==> config.mk <==
export PLATFORM = sky130hd
export DESIGN_NAME = ram_arbiter_flat
export DESIGN_NICKNAME = d
export VERILOG_FILES = /design/src/rtl/ram_arbiter_if.sv /design/src/rtl/ram_arbiter.sv /design/src/flat_wrapper.sv
export SDC_FILE = /design/constraint.sdc
export NUM_CORES = 1
export LEC_CHECK = 0
export CORE_ASPECT_RATIO = 0.75
export CORE_MARGIN = 10
export CORE_UTILIZATION = 34
export DETAILED_ROUTE_END_ITERATION = 6
export PLACE_DENSITY = 0.86
export SETUP_SLACK_MARGIN = 0.02
export SYNTH_ARGS = -nofsm -noshare
export SYNTH_HDL_FRONTEND = slang
export SYNTH_SLANG_ARGS = --single-unit
==> constraint.sdc <==
create_clock -name clk -period 1.3 [get_ports clk]
set_input_delay 0.26 -clock clk [delete_from_list [all_inputs] [get_ports clk]]
set_output_delay 0.26 -clock clk [all_outputs]
set_load 0.02 [all_outputs]
==> src/rtl/ram_arbiter_if.sv <==
// Signal bundle between ram_arbiter and its two requesters plus the shared RAM.
// slave = arbiter side, master = requester/RAM side.
interface ram_arbiter_if;
    localparam int unsigned ADDR_W = 12;
    localparam int unsigned DATA_W = 4;

    logic              cpu_req;
    logic              cpu_we;
    logic [ADDR_W-1:0] cpu_addr;
    logic [DATA_W-1:0] cpu_wdata;
    logic              cpu_gnt;
    logic              cpu_done;
    logic [DATA_W-1:0] cpu_rdata;

    logic              dbg_req;
    logic              dbg_we;
    logic [ADDR_W-1:0] dbg_addr;
    logic [DATA_W-1:0] dbg_wdata;
    logic              dbg_gnt;
    logic              dbg_done;
    logic [DATA_W-1:0] dbg_rdata;

    logic              ram_cs;
    logic              ram_we;
    logic [ADDR_W-1:0] ram_addr;
    logic [DATA_W-1:0] ram_wdata;
    logic [DATA_W-1:0] ram_rdata;
    logic              busy;

    modport slave (
        input  cpu_req, cpu_we, cpu_addr, cpu_wdata,
        input  dbg_req, dbg_we, dbg_addr, dbg_wdata,
        input  ram_rdata,
        output cpu_gnt, cpu_done, cpu_rdata,
        output dbg_gnt, dbg_done, dbg_rdata,
        output ram_cs, ram_we, ram_addr, ram_wdata, busy
    );

    modport master (
        output cpu_req, cpu_we, cpu_addr, cpu_wdata,
        output dbg_req, dbg_we, dbg_addr, dbg_wdata,
        output ram_rdata,
        input  cpu_gnt, cpu_done, cpu_rdata,
        input  dbg_gnt, dbg_done, dbg_rdata,
        input  ram_cs, ram_we, ram_addr, ram_wdata, busy
    );
endinterface

==> src/rtl/ram_arbiter.sv <==
// Two-port (CPU / debug loader) arbiter for a single-ported 4K x 4 RAM, 3 cycles per access.
// Define RAM_ARB_RR_EN for round-robin tie breaking; otherwise the CPU always wins ties.
module ram_arbiter (
    input  logic         clk,
    input  logic         reset,
    ram_arbiter_if.slave bus
);
    localparam int unsigned ADDR_W = 12;
    localparam int unsigned DATA_W = 4;

    typedef enum logic [1:0] {
        IDLE   = 2'd0,
        ACCESS = 2'd1,
        DONE   = 2'd2
    } state_t;

    state_t            state_q,     state_d;
    logic              cpu_gnt_q,   cpu_gnt_d;
    logic              dbg_gnt_q,   dbg_gnt_d;
    logic              cpu_done_q,  cpu_done_d;
    logic              dbg_done_q,  dbg_done_d;
    logic [DATA_W-1:0] cpu_rdata_q, cpu_rdata_d;
    logic [DATA_W-1:0] dbg_rdata_q, dbg_rdata_d;
    logic              ram_cs_q,    ram_cs_d;
    logic              ram_we_q,    ram_we_d;
    logic [ADDR_W-1:0] ram_addr_q,  ram_addr_d;
    logic [DATA_W-1:0] ram_wdata_q, ram_wdata_d;
    logic              busy_q,      busy_d;

    logic any_req_c;
    logic pick_dbg_c;

    assign any_req_c = bus.cpu_req | bus.dbg_req;

`ifdef RAM_ARB_RR_EN
    logic ptr_dbg_q, ptr_dbg_d;

    // Pointer names the port that wins a tie; it moves away from every winner.
    assign pick_dbg_c = bus.dbg_req & (~bus.cpu_req | ptr_dbg_q);

    always_comb begin
        ptr_dbg_d = ptr_dbg_q;
        if (state_q == IDLE && any_req_c) begin
            ptr_dbg_d = ~pick_dbg_c;
        end
    end
`else
    assign pick_dbg_c = bus.dbg_req & ~bus.cpu_req;
`endif

    // Next-state and next-output logic; ram_* carry the latched request only in ACCESS.
    always_comb begin
        state_d     = state_q;
        cpu_gnt_d   = cpu_gnt_q;
        dbg_gnt_d   = dbg_gnt_q;
        cpu_done_d  = 1'b0;
        dbg_done_d  = 1'b0;
        cpu_rdata_d = cpu_rdata_q;
        dbg_rdata_d = dbg_rdata_q;
        ram_cs_d    = 1'b0;
        ram_we_d    = 1'b0;
        ram_addr_d  = '0;
        ram_wdata_d = '0;
        busy_d      = busy_q;

        case (state_q)
            IDLE: begin
                if (any_req_c) begin
                    state_d     = ACCESS;
                    busy_d      = 1'b1;
                    cpu_gnt_d   = ~pick_dbg_c;
                    dbg_gnt_d   = pick_dbg_c;
                    ram_cs_d    = 1'b1;
                    ram_we_d    = pick_dbg_c ? bus.dbg_we    : bus.cpu_we;
                    ram_addr_d  = pick_dbg_c ? bus.dbg_addr  : bus.cpu_addr;
                    ram_wdata_d = pick_dbg_c ? bus.dbg_wdata : bus.cpu_wdata;
                end
            end
            ACCESS: begin
                state_d    = DONE;
                cpu_done_d = cpu_gnt_q;
                dbg_done_d = dbg_gnt_q;
                if (!ram_we_q) begin
                    if (cpu_gnt_q) cpu_rdata_d = bus.ram_rdata;
                    if (dbg_gnt_q) dbg_rdata_d = bus.ram_rdata;
                end
            end
            DONE: begin
                state_d   = IDLE;
                cpu_gnt_d = 1'b0;
                dbg_gnt_d = 1'b0;
                busy_d    = 1'b0;
            end
            default: begin
                state_d   = IDLE;
                cpu_gnt_d = 1'b0;
                dbg_gnt_d = 1'b0;
                busy_d    = 1'b0;
            end
        endcase
    end

    always_ff @(posedge clk or posedge reset) begin
        if (reset) begin
            state_q     <= IDLE;
            cpu_gnt_q   <= 1'b0;
            dbg_gnt_q   <= 1'b0;
            cpu_done_q  <= 1'b0;
            dbg_done_q  <= 1'b0;
            cpu_rdata_q <= '0;
            dbg_rdata_q <= '0;
            ram_cs_q    <= 1'b0;
            ram_we_q    <= 1'b0;
            ram_addr_q  <= '0;
            ram_wdata_q <= '0;
            busy_q      <= 1'b0;
`ifdef RAM_ARB_RR_EN
            ptr_dbg_q   <= 1'b0;
`endif
        end else begin
            state_q     <= state_d;
            cpu_gnt_q   <= cpu_gnt_d;
            dbg_gnt_q   <= dbg_gnt_d;
            cpu_done_q  <= cpu_done_d;
            dbg_done_q  <= dbg_done_d;
            cpu_rdata_q <= cpu_rdata_d;
            dbg_rdata_q <= dbg_rdata_d;
            ram_cs_q    <= ram_cs_d;
            ram_we_q    <= ram_we_d;
            ram_addr_q  <= ram_addr_d;
            ram_wdata_q <= ram_wdata_d;
            busy_q      <= busy_d;
`ifdef RAM_ARB_RR_EN
            ptr_dbg_q   <= ptr_dbg_d;
`endif
        end
    end

    assign bus.cpu_gnt   = cpu_gnt_q;
    assign bus.dbg_gnt   = dbg_gnt_q;
    assign bus.cpu_done  = cpu_done_q;
    assign bus.dbg_done  = dbg_done_q;
    assign bus.cpu_rdata = cpu_rdata_q;
    assign bus.dbg_rdata = dbg_rdata_q;
    assign bus.ram_cs    = ram_cs_q;
    assign bus.ram_we    = ram_we_q;
    assign bus.ram_addr  = ram_addr_q;
    assign bus.ram_wdata = ram_wdata_q;
    assign bus.busy      = busy_q;
endmodule

==> src/flat_wrapper.sv <==
// flat-port wrapper written by rule: the top's interface ports become plain ports
module ram_arbiter_flat 
  (clk, reset, bus_cpu_req, bus_cpu_we, bus_cpu_addr, bus_cpu_wdata, bus_dbg_req, bus_dbg_we, bus_dbg_addr, bus_dbg_wdata, bus_ram_rdata, bus_cpu_gnt, bus_cpu_done, bus_cpu_rdata, bus_dbg_gnt, bus_dbg_done, bus_dbg_rdata, bus_ram_cs, bus_ram_we, bus_ram_addr, bus_ram_wdata, bus_busy);
  ram_arbiter_if bus_i ();
  input  logic clk;
  input  logic reset;
  input wire logic [$bits(bus_i.cpu_req)-1:0] bus_cpu_req;
  input wire logic [$bits(bus_i.cpu_we)-1:0] bus_cpu_we;
  input wire logic [$bits(bus_i.cpu_addr)-1:0] bus_cpu_addr;
  input wire logic [$bits(bus_i.cpu_wdata)-1:0] bus_cpu_wdata;
  input wire logic [$bits(bus_i.dbg_req)-1:0] bus_dbg_req;
  input wire logic [$bits(bus_i.dbg_we)-1:0] bus_dbg_we;
  input wire logic [$bits(bus_i.dbg_addr)-1:0] bus_dbg_addr;
  input wire logic [$bits(bus_i.dbg_wdata)-1:0] bus_dbg_wdata;
  input wire logic [$bits(bus_i.ram_rdata)-1:0] bus_ram_rdata;
  output wire logic [$bits(bus_i.cpu_gnt)-1:0] bus_cpu_gnt;
  output wire logic [$bits(bus_i.cpu_done)-1:0] bus_cpu_done;
  output wire logic [$bits(bus_i.cpu_rdata)-1:0] bus_cpu_rdata;
  output wire logic [$bits(bus_i.dbg_gnt)-1:0] bus_dbg_gnt;
  output wire logic [$bits(bus_i.dbg_done)-1:0] bus_dbg_done;
  output wire logic [$bits(bus_i.dbg_rdata)-1:0] bus_dbg_rdata;
  output wire logic [$bits(bus_i.ram_cs)-1:0] bus_ram_cs;
  output wire logic [$bits(bus_i.ram_we)-1:0] bus_ram_we;
  output wire logic [$bits(bus_i.ram_addr)-1:0] bus_ram_addr;
  output wire logic [$bits(bus_i.ram_wdata)-1:0] bus_ram_wdata;
  output wire logic [$bits(bus_i.busy)-1:0] bus_busy;
  assign bus_i.cpu_req = bus_cpu_req;
  assign bus_i.cpu_we = bus_cpu_we;
  assign bus_i.cpu_addr = bus_cpu_addr;
  assign bus_i.cpu_wdata = bus_cpu_wdata;
  assign bus_i.dbg_req = bus_dbg_req;
  assign bus_i.dbg_we = bus_dbg_we;
  assign bus_i.dbg_addr = bus_dbg_addr;
  assign bus_i.dbg_wdata = bus_dbg_wdata;
  assign bus_i.ram_rdata = bus_ram_rdata;
  assign bus_cpu_gnt = bus_i.cpu_gnt;
  assign bus_cpu_done = bus_i.cpu_done;
  assign bus_cpu_rdata = bus_i.cpu_rdata;
  assign bus_dbg_gnt = bus_i.dbg_gnt;
  assign bus_dbg_done = bus_i.dbg_done;
  assign bus_dbg_rdata = bus_i.dbg_rdata;
  assign bus_ram_cs = bus_i.ram_cs;
  assign bus_ram_we = bus_i.ram_we;
  assign bus_ram_addr = bus_i.ram_addr;
  assign bus_ram_wdata = bus_i.ram_wdata;
  assign bus_busy = bus_i.busy;
  ram_arbiter u_core (.clk(clk), .reset(reset), .bus(bus_i));
endmodule
==> results of run 1 <==
routing by layer:
layer / track usage [%] / vias up
met4: 3.697 / 0
met3: 7.194 / 6
met2: 20.91 / 50
met5: 0 / -
li1: - / 513
met1: 12.07 / 523
power breakdown:
group / internal (W) / total [W] / switching, W / leakage (nW)
registers: 0.00139 / 0.00156 / 0.000164 / 0.423
clock network: 0.000478 / 0.000831 / 0.000353 / 0.0542
logic: 0.000927 / 0.00192 / 0.000995 / 0.600
total: 0.00280 / 0.00431 / 0.00151 / 1.08
logic make-up after synthesis:
logic type | count (synthesis)
buffers and inverters | 8
DFF | 33
and+or+nand+nor | 31
AOI/OAI and AO/OA | 20
muxes | 8
per-stage QoR:
stage	instance area, µm²	utilization, %	std cells	TNS, ns	hold WS (ns)
6_report	2222	61.09	237	-0.05946	0.3250
5_1_grt	2222	61.09	237	-0.3429	0.3445
4_1_cts	2193	60.30	236	-0.2975	0.3372
3_5_place_dp	2110	58.00	228	-1.637	0.4947
3_3_place_gp	2110	58.00	228	-0.5987	0.4885
2_1_floorplan	1271	-	100	0	0.3889
final cells by class:
type                       count  area (µm²)
fill                         315        1415
sequential                    33       825.8
clock buffer                   7       96.34
inverter                       2       7.507
tap                           52       65.06
multi-input combinational     59       436.7
timing repair buffer          83       785.8
clock inverter                 1       5.005
state kept, by name, indices dropped and copies added, names as in the netlist:
| register | flops |
|---|---|
| u_core.bus.dbg_done | 1 |
| u_core.bus.cpu_rdata | 4 |
| u_core.state_q | 2 |
| u_core.bus.dbg_gnt | 1 |
| u_core.bus.dbg_rdata | 4 |
| u_core.bus.ram_cs | 1 |
| u_core.bus.ram_addr | 12 |
| u_core.bus.busy | 1 |
| u_core.bus.cpu_gnt | 1 |
| u_core.bus.cpu_done | 1 |
| u_core.bus.ram_we | 1 |
| u_core.bus.ram_wdata | 4 |
timing repair:
action                                  in CTS  in global routing
endpoints found under the hold margin        0                  0
pin swaps                                    1                  1
hold buffers                                 0                  0
resized for setup                           39                 13
setup buffers                                0                  1
endpoints found under the setup margin      41                 15
cell usage in the layout, fill, tap and decap left out:
| cell | count |
|---|---|
| sky130_fd_sc_hd__a211oi_1 | 1 |
| sky130_fd_sc_hd__dfrtp_1 | 33 |
| sky130_fd_sc_hd__nor2b_4 | 1 |
| sky130_fd_sc_hd__and3b_2 | 1 |
| sky130_fd_sc_hd__buf_4 | 9 |
| sky130_fd_sc_hd__o21ba_2 | 1 |
| sky130_fd_sc_hd__or2_4 | 1 |
| sky130_fd_sc_hd__a21oi_1 | 1 |
| sky130_fd_sc_hd__nor2b_1 | 1 |
| sky130_fd_sc_hd__inv_1 | 2 |
| sky130_fd_sc_hd__nor2_1 | 22 |
| sky130_fd_sc_hd__clkdlybuf4s15_1 | 7 |
| sky130_fd_sc_hd__nor3b_4 | 1 |
| sky130_fd_sc_hd__clkbuf_8 | 7 |
| sky130_fd_sc_hd__buf_2 | 1 |
| sky130_fd_sc_hd__a22oi_1 | 17 |
| sky130_fd_sc_hd__clkdlybuf4s50_1 | 41 |
| sky130_fd_sc_hd__mux2_4 | 8 |
| sky130_fd_sc_hd__dlygate4sd2_1 | 23 |
| sky130_fd_sc_hd__buf_6 | 1 |
| sky130_fd_sc_hd__nand2b_1 | 1 |
| sky130_fd_sc_hd__and2b_1 | 1 |
| sky130_fd_sc_hd__buf_12 | 1 |
| sky130_fd_sc_hd__and2_1 | 2 |
| sky130_fd_sc_hd__clkinv_2 | 1 |
how the worst min path moves through the flow:
stage | end | slack, ns
6_report | u_core.bus.dbg_rdata[1] | 0.33
3_3_place_gp | u_core.bus.cpu_rdata[1] | 0.49
3_5_place_dp | u_core.bus.cpu_rdata[1] | 0.49
4_1_cts | u_core.bus.dbg_gnt | 0.34
5_1_grt | u_core.bus.cpu_rdata[1] | 0.34
2_1_floorplan | u_core.bus.busy | 0.39
worst register-to-register path, cell delays in order, from the launching register on:
cell and delay [ns]:
sky130_fd_sc_hd__dfrtp_1 0.41, sky130_fd_sc_hd__nor2b_4 0.15, sky130_fd_sc_hd__nor3b_4 0.20, sky130_fd_sc_hd__buf_6 0.15
sky130_fd_sc_hd__mux2_4 0.30
==> run_results.csv, run 1 <==
group,metric,value,unit
critical_path,slowest_cell_delay_on_critical_path,0.41,ns
place,port_buffers,72,
yosys,synthDominantCellAreaShare,64.96,%
cts,insertion_delay,0.28,ns
yosys,post_synth_instance_area,1271,µm²
hold_path,timing.hold.worst.class,"in -> async",
status,failed_checks,"negative setup slack",
cts,htreeDepth,2,
sta,final.setup_skew,0.005370,ns
sta,final_max_slew_viol_count,0,
yosys,synth_adder_area_share,0,%
routing,wl_met2,1.957,mm
sta,setup_ws,-0.02018,ns
yosys,register_bit_total_from_synthesis,33,
place,post-place-ws,-0.09327,ns
sta,worst_slew_margin_rel,83.21,%
pwr,p_total,0.004308,W
cts,clkSlewWorstSetupHoldPaths,0.07,ns
yosys,synth-async-reset-ratio,100.0,%
critical_path,cp_num_cells,4,
critical_path,r2r_end,"u_core.bus.dbg_rdata[2]",
cells_and_area,areaGrowthSynthToFinish,74.80,%
sta,post-route-period-util,101.6,%
critical_path,cp_data_arrival_time,1.49,ns
cells_and_area,diodes,0,
place,hpwl,3.084,mm
yosys,synth_mux_area_share,7.087,%
critical_path,cp_top_family,"flip-flops",
die,die-width,90.61,µm
die,start_util,34.95,%
routing,drt_first_pass_iters,4,
place,place.gp.congestion,0.7528,
cts,cts_buffer_depth,2,
routing,drtIter0Drc,46,
yosys,yosysTopAreaCell,"sky130_fd_sc_hd__dfrtp_1",
die,design.portCount,73,
die,die_area,6610,µm²
yosys,area_fraction_in_and_or_nand_and_nor_cells_after_synthesis,12.80,%
sta,rsz0062_at_grt,"true",
critical_path,crit_path_capture,"u_core.bus.dbg_rdata[2]",
routing,remaining_drc_errors,0,
yosys,synth.yosys.warnings,0,
routing,route.antenna.remaining_nets,0,
sta,finalWorstPathRequiredPeriod,1.320,ns
critical_path,worst_setup_path_startpoint,"u_core.state_q[1]",
grt,grt_start_max_net_pins,34,
sta,max_slew.worst_pin.slew,0.2529,ns
yosys,ys_dominant_reg_cell,"sky130_fd_sc_hd__dfrtp_1",
grt,grt_pass1_wl,6.216,mm
critical_path,timing.critical_path.slowest_stage_cell,"sky130_fd_sc_hd__dfrtp_1",
grt,grt_overflow_total,0,
pwr,cell_leakage_power,1.078,nW
yosys,netlist_instances,100,
critical_path,worst_setup_end_kind,"flip-flop",
die,core.rowCount,19,
critical_path,critPathBufInv,1,
yosys,post-synth-top-count-cell,"sky130_fd_sc_hd__dfrtp_1",
yosys,syn-mean-instance-area,12.71,µm²
sta,timing.fmax,0.7575,GHz
routing,wire_per_inst,16.45,µm
die,fp.dieH,72.96,µm
routing,via_count,1092,
critical_path,timing.critical_path.from_type,"flip-flop",
critical_path,timing.reg2reg.setup_slack,-0.02,ns
status,run_status,"complete, but fails checks",
critical_path,ff2ff_path_depth,4,
sta,final_hold_viol_count,0,
die,placeableCoreArea,3637,µm²
grt,first_global_vias,1265,
grt,grt_usage,12.06,%
critical_path,path_max_fanout,4,
pwr,max-vdd-ir-drop,0.7558,mV
cells_and_area,drive_gt1_share,17.84,%
routing,avgViaCountPerCell,4.608,
yosys,seq_area_frac_synth,64.96,%
cells_and_area,final_net_count,226,
yosys,synth_top_cells_by_area,"sky130_fd_sc_hd__dfrtp_1 65%, sky130_fd_sc_hd__a22oi_1 10%, sky130_fd_sc_hd__mux2_2 7.1%, sky130_fd_sc_hd__nor2_1 6.5%, sky130_fd_sc_hd__buf_2 1.6%",
critical_path,ordered_list_of_cells_on_the_worst_path,"nor2b_4, nor3b_4, buf_6, mux2_4",
critical_path,r2r-start,"u_core.state_q[1]",
routing,detail_route.wirelength,3.899,mm
critical_path,setup.worst_path.class,"reg -> reg",
cts,root_buffer,"sky130_fd_sc_hd__clkbuf_8",
cts,cts_sink_count,33,
cts,cts_tree,"built",
yosys,synth_top_family_by_area,"simple AND/OR/NAND/NOR gates",
critical_path,worst-endpoint-required,1.47,ns
routing,met3_wirelength,449,µm
routing,detail_route.wirelength.met1,1.450,mm
yosys,synth_compound_gate_area_share,11.81,%
grt,grt_antenna_before_repair,0,
cts,cts-buffers-inserted,5,
routing,top_layer,"met4",
yosys,most_used_standard_cells_in_the_synthesized_netlist,"33 x sky130_fd_sc_hd__dfrtp_1, 22 x sky130_fd_sc_hd__nor2_1, 17 x sky130_fd_sc_hd__a22oi_1, 8 x sky130_fd_sc_hd__mux2_2, 4 x sky130_fd_sc_hd__buf_2",
yosys,synthDistinctLibCells,19,
yosys,synth_xor_area_share,0,%
run,drv_cap,0,
pwr,p_per_area,1939,nW/µm²
sta,finalSetupViolations,4,
yosys,synthesis.nets,142,
yosys,count_of_flip_flops_with_a_built_in_enable_after_synthesis,0,
(Power assumes the default switching activity.)
==> inputs of run 2 (changes only) <==
--- a/config.mk
+++ b/config.mk
@@ -5,6 +5,7 @@
 export SDC_FILE = /design/constraint.sdc
 export NUM_CORES = 1
 export LEC_CHECK = 0
+export CAP_MARGIN = 0
 export CORE_ASPECT_RATIO = 0.75
 export CORE_MARGIN = 10
 export CORE_UTILIZATION = 34
==> results of run 2 <==
The final DEF is identical to that of run 1; final timing and power are the same.
